<file path="src/rtl/uart_frame_ctrl.sv">
`timescale 1ns/1ps
// Frame parser for a UART byte stream: SYNC, ADDR, LEN, payload, XOR checksum.
// Buffers the payload and, once the checksum matches, bursts it out as register writes.
module uart_frame_ctrl #(
  parameter logic [7:0] SYNC_BYTE      = 8'hA5,
  parameter int         MAX_LEN        = 16,
  parameter int         TIMEOUT_CYCLES = 57280
) (
  input  logic       i_clk,
  input  logic       i_reset,
  input  logic [7:0] i_data_in,
  input  logic       i_valid_in,
  output logic       o_wr_en,
  output logic [7:0] o_wr_addr,
  output logic [7:0] o_wr_data,
  output logic       o_frame_ok,
  output logic       o_err_csum,
  output logic       o_err_len,
  output logic       o_err_timeout,
  output logic       o_err_overrun,
  output logic       o_busy
);

  localparam int          BUF_AW   = (MAX_LEN > 1) ? $clog2(MAX_LEN) : 1;
  localparam int          CNT_W    = BUF_AW + 1;
  localparam logic [15:0] TMO_LAST = 16'(TIMEOUT_CYCLES - 1);

  typedef enum logic [2:0] {
    S_IDLE, S_ADDR, S_LEN, S_PAYLOAD, S_CSUM, S_DRAIN
  } state_t;

  state_t           state, state_nxt;
  logic [15:0]      tcnt, tcnt_nxt;
  logic [CNT_W-1:0] idx, idx_nxt;
  logic [7:0]       base_addr, base_nxt;
  logic [7:0]       len_q, len_nxt;
  logic [7:0]       csum, csum_nxt;
  logic             wr_en_nxt, frame_ok_nxt, busy_nxt;
  logic [7:0]       wr_addr_nxt, wr_data_nxt;
  logic             err_csum_nxt, err_len_nxt, err_timeout_nxt, err_overrun_nxt;
  logic             buf_we;
  logic [7:0]       buf_mem [2**BUF_AW];

  always_comb begin
    state_nxt       = state;
    tcnt_nxt        = tcnt;
    idx_nxt         = idx;
    base_nxt        = base_addr;
    len_nxt         = len_q;
    csum_nxt        = csum;
    wr_en_nxt       = 1'b0;
    wr_addr_nxt     = o_wr_addr;
    wr_data_nxt     = o_wr_data;
    frame_ok_nxt    = 1'b0;
    err_csum_nxt    = 1'b0;
    err_len_nxt     = 1'b0;
    err_timeout_nxt = 1'b0;
    err_overrun_nxt = 1'b0;
    buf_we          = 1'b0;

    // Inter-byte watchdog; an arriving byte always beats expiry.
    if ((state inside {S_ADDR, S_LEN, S_PAYLOAD, S_CSUM}) && !i_valid_in) begin
      if (tcnt == TMO_LAST) begin
        err_timeout_nxt = 1'b1;
        tcnt_nxt        = '0;
        state_nxt       = S_IDLE;
      end else begin
        tcnt_nxt = tcnt + 16'd1;
      end
    end

    case (state)
      S_IDLE: begin
        if (i_valid_in && (i_data_in == SYNC_BYTE)) begin
          tcnt_nxt  = '0;
          idx_nxt   = '0;
          csum_nxt  = '0;
          state_nxt = S_ADDR;
        end
      end
      S_ADDR: begin
        if (i_valid_in) begin
          tcnt_nxt  = '0;
          base_nxt  = i_data_in;
          csum_nxt  = i_data_in;
          state_nxt = S_LEN;
        end
      end
      S_LEN: begin
        if (i_valid_in) begin
          tcnt_nxt = '0;
          if ((i_data_in == 8'd0) || (int'(i_data_in) > MAX_LEN)) begin
            err_len_nxt = 1'b1;
            state_nxt   = S_IDLE;
          end else begin
            len_nxt   = i_data_in;
            csum_nxt  = csum ^ i_data_in;
            idx_nxt   = '0;
            state_nxt = S_PAYLOAD;
          end
        end
      end
      S_PAYLOAD: begin
        if (i_valid_in) begin
          tcnt_nxt = '0;
          buf_we   = 1'b1;
          csum_nxt = csum ^ i_data_in;
          if (8'(idx) == len_q - 8'd1) begin
            idx_nxt   = '0;
            state_nxt = S_CSUM;
          end else begin
            idx_nxt = idx + 1'b1;
          end
        end
      end
      S_CSUM: begin
        if (i_valid_in) begin
          tcnt_nxt = '0;
          if (i_data_in == csum) begin
            // First write leaves with the checksum edge so the burst starts next cycle.
            wr_en_nxt    = 1'b1;
            wr_addr_nxt  = base_addr;
            wr_data_nxt  = buf_mem[0];
            frame_ok_nxt = (len_q == 8'd1);
            idx_nxt      = 1;
            state_nxt    = S_DRAIN;
          end else begin
            err_csum_nxt = 1'b1;
            state_nxt    = S_IDLE;
          end
        end
      end
      S_DRAIN: begin
        err_overrun_nxt = i_valid_in;
        if (8'(idx) == len_q) begin
          state_nxt = S_IDLE;
        end else begin
          wr_en_nxt    = 1'b1;
          wr_addr_nxt  = base_addr + 8'(idx);
          wr_data_nxt  = buf_mem[idx[BUF_AW-1:0]];
          frame_ok_nxt = (8'(idx) == len_q - 8'd1);
          idx_nxt      = idx + 1'b1;
        end
      end
      default: state_nxt = S_IDLE;
    endcase

    busy_nxt = (state_nxt != S_IDLE);
  end

  always_ff @(posedge i_clk) begin
    if (i_reset) begin
      state         <= S_IDLE;
      tcnt          <= '0;
      idx           <= '0;
      base_addr     <= '0;
      len_q         <= '0;
      csum          <= '0;
      o_wr_en       <= 1'b0;
      o_wr_addr     <= '0;
      o_wr_data     <= '0;
      o_frame_ok    <= 1'b0;
      o_err_csum    <= 1'b0;
      o_err_len     <= 1'b0;
      o_err_timeout <= 1'b0;
      o_err_overrun <= 1'b0;
      o_busy        <= 1'b0;
    end else begin
      state         <= state_nxt;
      tcnt          <= tcnt_nxt;
      idx           <= idx_nxt;
      base_addr     <= base_nxt;
      len_q         <= len_nxt;
      csum          <= csum_nxt;
      o_wr_en       <= wr_en_nxt;
      o_wr_addr     <= wr_addr_nxt;
      o_wr_data     <= wr_data_nxt;
      o_frame_ok    <= frame_ok_nxt;
      o_err_csum    <= err_csum_nxt;
      o_err_len     <= err_len_nxt;
      o_err_timeout <= err_timeout_nxt;
      o_err_overrun <= err_overrun_nxt;
      o_busy        <= busy_nxt;
    end
  end

  always_ff @(posedge i_clk) begin
    if (buf_we) begin
      buf_mem[idx[BUF_AW-1:0]] <= i_data_in;
    end
  end

endmodule

</file>
<file path="config.mk">
export PLATFORM = sky130hd
export DESIGN_NAME = uart_frame_ctrl
export DESIGN_NICKNAME = d
export VERILOG_FILES = /design/src/rtl/uart_frame_ctrl.sv
export SDC_FILE = /design/constraint.sdc
export NUM_CORES = 1
export LEC_CHECK = 0
export ABC_AREA = 1
export CELL_PAD_IN_SITES_DETAIL_PLACEMENT = 0
export CELL_PAD_IN_SITES_GLOBAL_PLACEMENT = 2
export CORE_MARGIN = 1
export CORE_UTILIZATION = 42
export DETAILED_ROUTE_END_ITERATION = 7
export PLACE_DENSITY = 0.84
export SETUP_SLACK_MARGIN = 0.1
export SLEW_MARGIN = 40
export SYNTH_ARGS = -nofsm -noshare
export SYNTH_HDL_FRONTEND = slang
export SYNTH_SLANG_ARGS = --single-unit
</file>
<file path="constraint.sdc">
create_clock -name i_clk -period 3.1 [get_ports i_clk]
set_clock_uncertainty 0.15 [all_clocks]
set_input_delay 0.775 -clock i_clk [delete_from_list [all_inputs] [get_ports i_clk]]
set_output_delay 0.775 -clock i_clk [all_outputs]
set_load 0.01 [all_outputs]
</file>
; ---- Word-level counts from Yosys, hierarchy flattened
; Memory sizes are Yosys's and may differ from the RTL's. A register that Yosys moved wholly into a read port is not among the register bits.
; Cells that the tools add are included.
[totals]
mem_count = 1
ram_bits = 128
reg_bits = 71
elab_cells = 125
out_inout_bits = 23
[memory_table]
columns = name, depth, width, read_ports, rd_ports_with_merged_regs, write_ports, line
row1 = buf_mem, 16, 8, 2, 1, 1, 42  ; logic [7:0] buf_mem [2**BUF_AW];
[op_classes]
eq_ne = 19
n_addsub = 4
magnitude_cmp = 1
reduce_logical = 21
bitwise_logic = 7
n_mux = 57
[ops]
columns = op, count
row1 = 8-bit two-way mux, 11
row2 = 16-bit two-way mux, 4
row3 = 5-bit two-way mux, 8
row4 = 16-bit case mux with 2 select lines, 1
row5 = 8-bit case mux with 2 select lines, 2
row6 = 8-bit case mux with 4 select lines, 1
row7 = 3-bit two-way mux, 10
row8 = 5-bit case mux with 5 select lines, 1
row9 = 3-bit case mux with 6 select lines, 1
row10 = 16-bit by 1-bit adder with 16-bit output (second input constant), 1
row11 = 16-bit equality test (second input constant), 1
row12 = 5-bit by 8-bit equality test with 1-bit output, 2
row13 = 2-bit != test (second input constant), 7
row14 = 1-bit two-way mux, 13
row15 = 8-bit by 5-bit adder with 8-bit output, 1
row16 = 8-bit by 1-bit equality test with 1-bit output (second input constant), 1
row17 = 8-bit equality test, 1
row18 = 8-bit equality test (second input constant), 1
row19 = 8-bit by 5-bit greater-than comparator with 1-bit output (second input constant), 1
row20 = 8-bit zero test, 1
row21 = 4-bit two-way mux, 2
row22 = 8-bit AND reduction, 1
row23 = 4-bit nonzero test, 2
row24 = 8-bit by 1-bit subtractor with 8-bit output (second input constant), 1
row25 = 23 further kinds, 34

; ---- Logic depth before layout (Yosys ltp)
[logic_depth]
depth_word = 8
depth_mapped = 16
mapped_depth_nobuf = 16

; ---- Least setup slack after synthesis
; No wires, ideal clock.
[synth_timing]
path_kind = input to register
start = in i_valid_in
end = mem buf_mem[0][0] (enable)
required_time_ns = 2.580
path_buffers = 1
arrival_ns = 1.751
slack_ns = 0.828
path_stages = 5
cell_sequence = buf_2 > inv_2 > nor2_1 > nand2_1 > nor2_1
[synth_via]
elab_chain_len = 4
[synth_rtl]
columns = element, line
row1 = from (decl), 12  ; input logic i_valid_in,
row2 = 1-bit two-way mux, 104  ; if (i_valid_in) begin
row3 = 1-bit two-way mux, 72  ; case (state)
row4 = 1-bit two-way mux, 188  ; if (buf_we) begin
row5 = 1-bit two-way mux (not written as such), 189  ; buf_mem[idx[BUF_AW-1:0]] <= i_data_in;
row6 = to (decl), 42
; Every way passes these cells.

==> flow_metrics.env <==
export IMPL_status="complete, no violations"
export IMPL_root_buffer="clkbuf_16"
export IMPL_arrival_ns=2.89
export IMPL_period_share_pct=84.1
export IMPL_worst_setup_path_start_kind="input pin"
export IMPL_fin_crit_ns=2.61
export IMPL_path_class="input pin to register"
export IMPL_final_cell_mix="167 x nand2_1, 164 x nor2_1, 128 x edfxtp_1"
export IMPL_postCtsResizedCells=0
export IMPL_p_comb_share_pct=2.0
export IMPL_leakage_nw=4.05
export IMPL_dpl_cell_area_um2=10100
export IMPL_ant_nets=0
export IMPL_drtPass1Iterations=5
export IMPL_routedWlPerCell_um=17.3
export IMPL_clock_sinks=203
export IMPL_grt_overflow_total=0
export IMPL_path_max_fanout=7
export IMPL_cts_tree="yes"
export IMPL_power_density_nw_per_um2=548
export IMPL_netlist_area_um2=9240
export IMPL_yosysSeqAreaShare_pct=57.8
export IMPL_design_core_area_um2=21300
export IMPL_multiInputGateArea_um2=3380
export IMPL_drive_gt1_share_pct=9.97
export IMPL_seqPwrFrac_pct=47.5
export IMPL_row_count=53
export IMPL_fill_cells=2017
export IMPL_max_cap_violations=0
export IMPL_nets=1119
export IMPL_timing_fmax_mhz=384
export IMPL_reg2reg_slack_ns=0.71
export IMPL_remaining_drc_errors=0
export IMPL_diodes=0
export IMPL_area_growth_pct=19.2
export IMPL_die_w_um=150
export IMPL_hpwl_um=16600
export IMPL_worstPathRequired_ns=3.38
export IMPL_final_area_um2=11000
export IMPL_antenna_found_initial=0
export IMPL_dr_total_vias=7257
export IMPL_grt_max_degree=66
export IMPL_met2WireLength_um=11800
export IMPL_grt_pass1_wl_um=38200
export IMPL_ios=34
export IMPL_synth_nets=1048
export IMPL_maxSlewViolCount=0
export IMPL_drt_total_wl_um=24000
export IMPL_worstMarginPinSlew_ns=0.650
export IMPL_routed_via_density=5.23
export IMPL_clk_latency_ns=0.52
export IMPL_seqCellArea_um2=5350
export IMPL_cts_buffers=24
export IMPL_grt_pass1_vias=7001
export IMPL_htreeDepth=1
export IMPL_ir_worst_vdd_v=0.000385
export IMPL_synth_seq_cells=203
export IMPL_drt_met1_wl_um=10800
export IMPL_synth_cells=1024
export IMPL_pwr_share_clk_pct=50.5
export IMPL_hold_violations=0
export IMPL_drt_iter0_drc=471
export IMPL_p_sw_mw=1.20
export IMPL_cts_setup_buffers=0
export IMPL_tns_ns=0
export IMPL_cts_hold_buf=0
export IMPL_setup_violations=0
export IMPL_rsz0062_at_grt="false"
export IMPL_switching_share_pct=20.0
export IMPL_cts_clk_slew_worst_paths_ns=0.06
export IMPL_grt_usage_pct=22.2
export IMPL_slew_headroom_pct=56.6
export IMPL_hp_class="register to register"
export IMPL_final_common_cell="nand2_1"
export IMPL_syn_mean_instance_area_um2=9.03
export IMPL_crit_path_end_kind="register"
export IMPL_ys_types=35
export IMPL_start_util_pct=43.4
export IMPL_internal_power_mw=4.83
export IMPL_die_area_um2=22600
export IMPL_highest_layer="met4"
export IMPL_fp_dieH_um=150
export IMPL_gp_congestion=0.794
export IMPL_io_buffers=33
export IMPL_clock_path_buffers=3
export IMPL_synth_warnings=0
export IMPL_wl_met3_um=971
## per-stage QoR
step           instances  util [%]  hold slack, ns  setup WS, ns  total power, mW
3_5_place_dp        1344      47.6           0.301        0.0371             3.05
5_1_grt             1388      51.8           0.322         0.378             6.21
3_3_place_gp        1344      47.6           0.295        0.0976             3.05
4_1_cts             1388      51.8           0.310         0.556             6.10
2_1_floorplan       1024         -           0.286         0.828             2.97
6_report            1388      51.8           0.307         0.493             6.04
## path summary, 6_finish.rpt
check / start / to / cells after the start
worst max-delay path: i_data_in[1] / register / 11
worst min register to register: csum[7] / csum[7] / 2
worst min-delay path: csum[7] / csum[7] / 2
worst max register to register: state[2] / buf_mem[8][7] / 8
## cells in the mapped netlist
| library cell | number | area (um2) |
|---|---|---|
| nand2_1 | 167 | 627 |
| nand4_1 | 14 | 87.6 |
| a211oi_1 | 6 | 45.0 |
| o21a_1 | 1 | 7.51 |
| o211ai_1 | 33 | 248 |
| edfxtp_1 | 128 | 3840 |
| nor2_2 | 2 | 12.5 |
| inv_1 | 84 | 315 |
| a21oi_1 | 53 | 265 |
| buf_2 | 15 | 75.1 |
| nand3_2 | 1 | 10.0 |
| nor2_1 | 164 | 616 |
| o21bai_1 | 1 | 7.51 |
| xor2_1 | 9 | 78.8 |
| o21ai_4 | 1 | 16.3 |
| nor3_1 | 20 | 100 |
| inv_2 | 10 | 37.5 |
| fa_1 | 1 | 20.0 |
| o21ai_0 | 100 | 500 |
| clkbuf_1 | 23 | 86.3 |
| nand3_1 | 68 | 340 |
| nand3b_1 | 2 | 15.0 |
| o22ai_1 | 6 | 37.5 |
| o21ai_1 | 4 | 20.0 |
| clkinv_1 | 1 | 3.75 |
| buf_1 | 1 | 3.75 |
| xnor2_1 | 8 | 70.1 |
| dfxtp_1 | 75 | 1500 |
| or2_2 | 1 | 6.26 |
| nor2_4 | 1 | 11.3 |
| nand2_2 | 1 | 6.26 |
| a31oi_1 | 5 | 31.3 |
| nor3_2 | 1 | 10.0 |
| ha_1 | 12 | 150 |
| o31ai_1 | 5 | 37.5 |
## registers in the layout, summed over array words and instances, names as in the netlist, 3 cells and up, named ones only
| signal | count |
|---|---|
| base_addr | 8 |
| buf_mem | 128 |
| csum | 8 |
| idx | 5 |
| len_q | 8 |
| o_wr_addr | 8 |
| o_wr_data | 8 |
| state | 3 |
| tcnt | 16 |
## cell type report
type	instances	area share (%)
sequential	203	48.5
multi-input combinational	687	30.7
timing repair buffer	84	6.47
clock buffer	34	6.43
inverter	95	3.24
tap	275	3.12
clock inverter	10	1.56
## power groups by stage
stage               clock [mW]  combinational [mW]  sequential (mW)
finish                    3.05               0.119             2.87
CTS                       3.11               0.120             2.87
floorplan                    0              0.0384             2.93
detailed placement           0               0.120             2.93
global route              3.22               0.130             2.87
global placement             0               0.119             2.93
## cells by family (layout without fill, tap and decap cells)
family                   count (synthesis)  after routing  share of synthesized area (%)
adder cells (fa/ha/maj)                 13             13                           1.84
AND/OR/NAND/NOR                        442            442                           19.9
XOR/XNOR                                17             17                           1.61
AO/OA/AOI/OAI                          215            215                           13.2
flip-flops                             203            203                           57.8
buffers and inverters                  134            223                           5.64
## worst max-delay path, stage by stage
cell and delay [ns]:
clkdlybuf4s50_1 0.57, buf_4 0.26, nor2_1 0.13, nand2_1 0.06, nand2_1 0.05, nand3_1 0.16, nand2_1 0.13, nand3_1 0.19
nor2_2 0.28, nand3_1 0.10, a21oi_1 0.18
## routing by layer
| layer | GRT usage [%] | vias up |
|---|---|---|
| met3 | 2.70 | 34 |
| met4 | 5.51 | 0 |
| met2 | 37.8 | 152 |
| met1 | 29.8 | 3414 |
| met5 | 0 | - |
| li1 | - | 3657 |
Note: power is estimated with default switching activity, not from simulation.
==> RTL change, RTL diff (same settings) <==
`MAX_LEN`: 16 -> 32.
--- a/src/rtl/uart_frame_ctrl.sv
+++ b/src/rtl/uart_frame_ctrl.sv
@@ -3,7 +3,7 @@
 // Buffers the payload and, once the checksum matches, bursts it out as register writes.
 module uart_frame_ctrl #(
   parameter logic [7:0] SYNC_BYTE      = 8'hA5,
-  parameter int         MAX_LEN        = 16,
+  parameter int         MAX_LEN        = 32,
   parameter int         TIMEOUT_CYCLES = 57280
 ) (
   input  logic       i_clk,
Behaviour: not the same (a bounded check fails within 4 cycles, from zero or initial values and one cycle with i_reset high).
==> RTL change against the unedited design <==
Sequential cell count up 130. Cell area up 53%. Critical path depth down 3. Routed wire length up 65%. Area after synthesis up 58%. Worst setup slack worse by 100 ps. Sequential share of layout area up 6.3 points. Power up 49%.
==> RTL change: results <==
export IMPL_outcome="completed"
export IMPL_met2_usage=0.374
export IMPL_ctsHtreeMaxLevel=2
export IMPL_grt_max_degree=129
export IMPL_fillerInstances=3223
export IMPL_r2r_slack_ps=390
export IMPL_worst_path_largest_cell_delay_ps=500
export IMPL_syn_num_nets=1506
export IMPL_slowest_stage="nand2_1"
export IMPL_p_leak_nw=6.15
export IMPL_firstDrtPassIters=6
export IMPL_cts_made_buffers=36
export IMPL_drt_iter0_drc=842
export IMPL_dp_hpwl_mm=26.0
export IMPL_grtUsageMet3=0.0315
export IMPL_endpoint="buf_mem[26][1]"
export IMPL_crit_type="reg -> reg"
export IMPL_final_net_count=1576
export IMPL_crit_path_max_fanout=10
export IMPL_relSlewSlack=0.515
export IMPL_ir_drop_mv=0.308
export IMPL_fmax_ghz=0.369
export IMPL_grtUsageMet1=0.311
export IMPL_gr_usage_all_layers=0.227
export IMPL_largest_reg_flops=256
export IMPL_grt_pass1_vias=10304
export IMPL_layout_drive_gt1_share=0.0976
export IMPL_synth_distinct_cells=37
export IMPL_via_per_inst=5.29
export IMPL_synth_edf_count=256
export IMPL_synthTopCellsByCount="nor2_1 (261), edfxtp_1 (256), nand2_1 (251)"
export IMPL_arrival_ps=2780
export IMPL_synthCells=1481
[RTL change: tightest hold or removal path, cell delays in order (launching register included)]
cell,delay [ps]
dfxtp_1,320
inv_1,50
a21oi_1,50
[RTL change: stage by stage]
step | cells | area, um2
5_1_grt | 2026 | 16800
2_1_floorplan | 1481 | 14600
6_report | 2026 | 16800
4_1_cts | 2026 | 16800
3_5_place_dp | 1961 | 15700
3_3_place_gp | 1961 | 15700
[RTL change: how the worst min path moves through the flow]
stage	endpoint	slack, ps	cells past startpoint
finish	csum[7]	320	2
global route	csum[7]	340	2
CTS	csum[7]	320	2
detailed placement	csum[7]	310	2
global placement	csum[7]	300	2
floorplan	csum[7]	290	2
[RTL change: final cells by class]
class                      count  area (um2)  share of cell area
sequential                   333        9230               0.548
tap                          448         561              0.0333
multi-input combinational    987        4710               0.279
clock buffer                  44         962              0.0571
timing repair buffer         105         911              0.0541
inverter                      88         332              0.0197
clock inverter                21         136             0.00810
[RTL change: routing by layer]
| metal | vias up | part of all wire |
|---|---|---|
| li1 | 5288 | - |
| met1 | 5121 | 0.45 |
| met2 | 250 | 0.48 |
| met3 | 62 | 0.047 |
| met4 | 0 | 0.027 |
| met5 | - | 0 |
[RTL change: kinds of logic after synthesis]
kind of cell,after synthesis,share of synthesized area
AO/OA/AOI/OAI,302,0.116
XOR/XNOR,13,0.00781
adder cells (fa/ha/maj),14,0.0125
buffers and inverters,161,0.0441
flip-flops,333,0.633
AND/OR/NAND/NOR,658,0.187
[RTL change: report_power, final]
group | internal (W) | leakage (nW) | switching [W]
clock | 0.00230 | 0.538 | 0.00172
combinational | 0.0000379 | 2.69 | 0.000135
sequential | 0.00480 | 2.92 | 0.000000536
total | 0.00713 | 6.15 | 0.00186
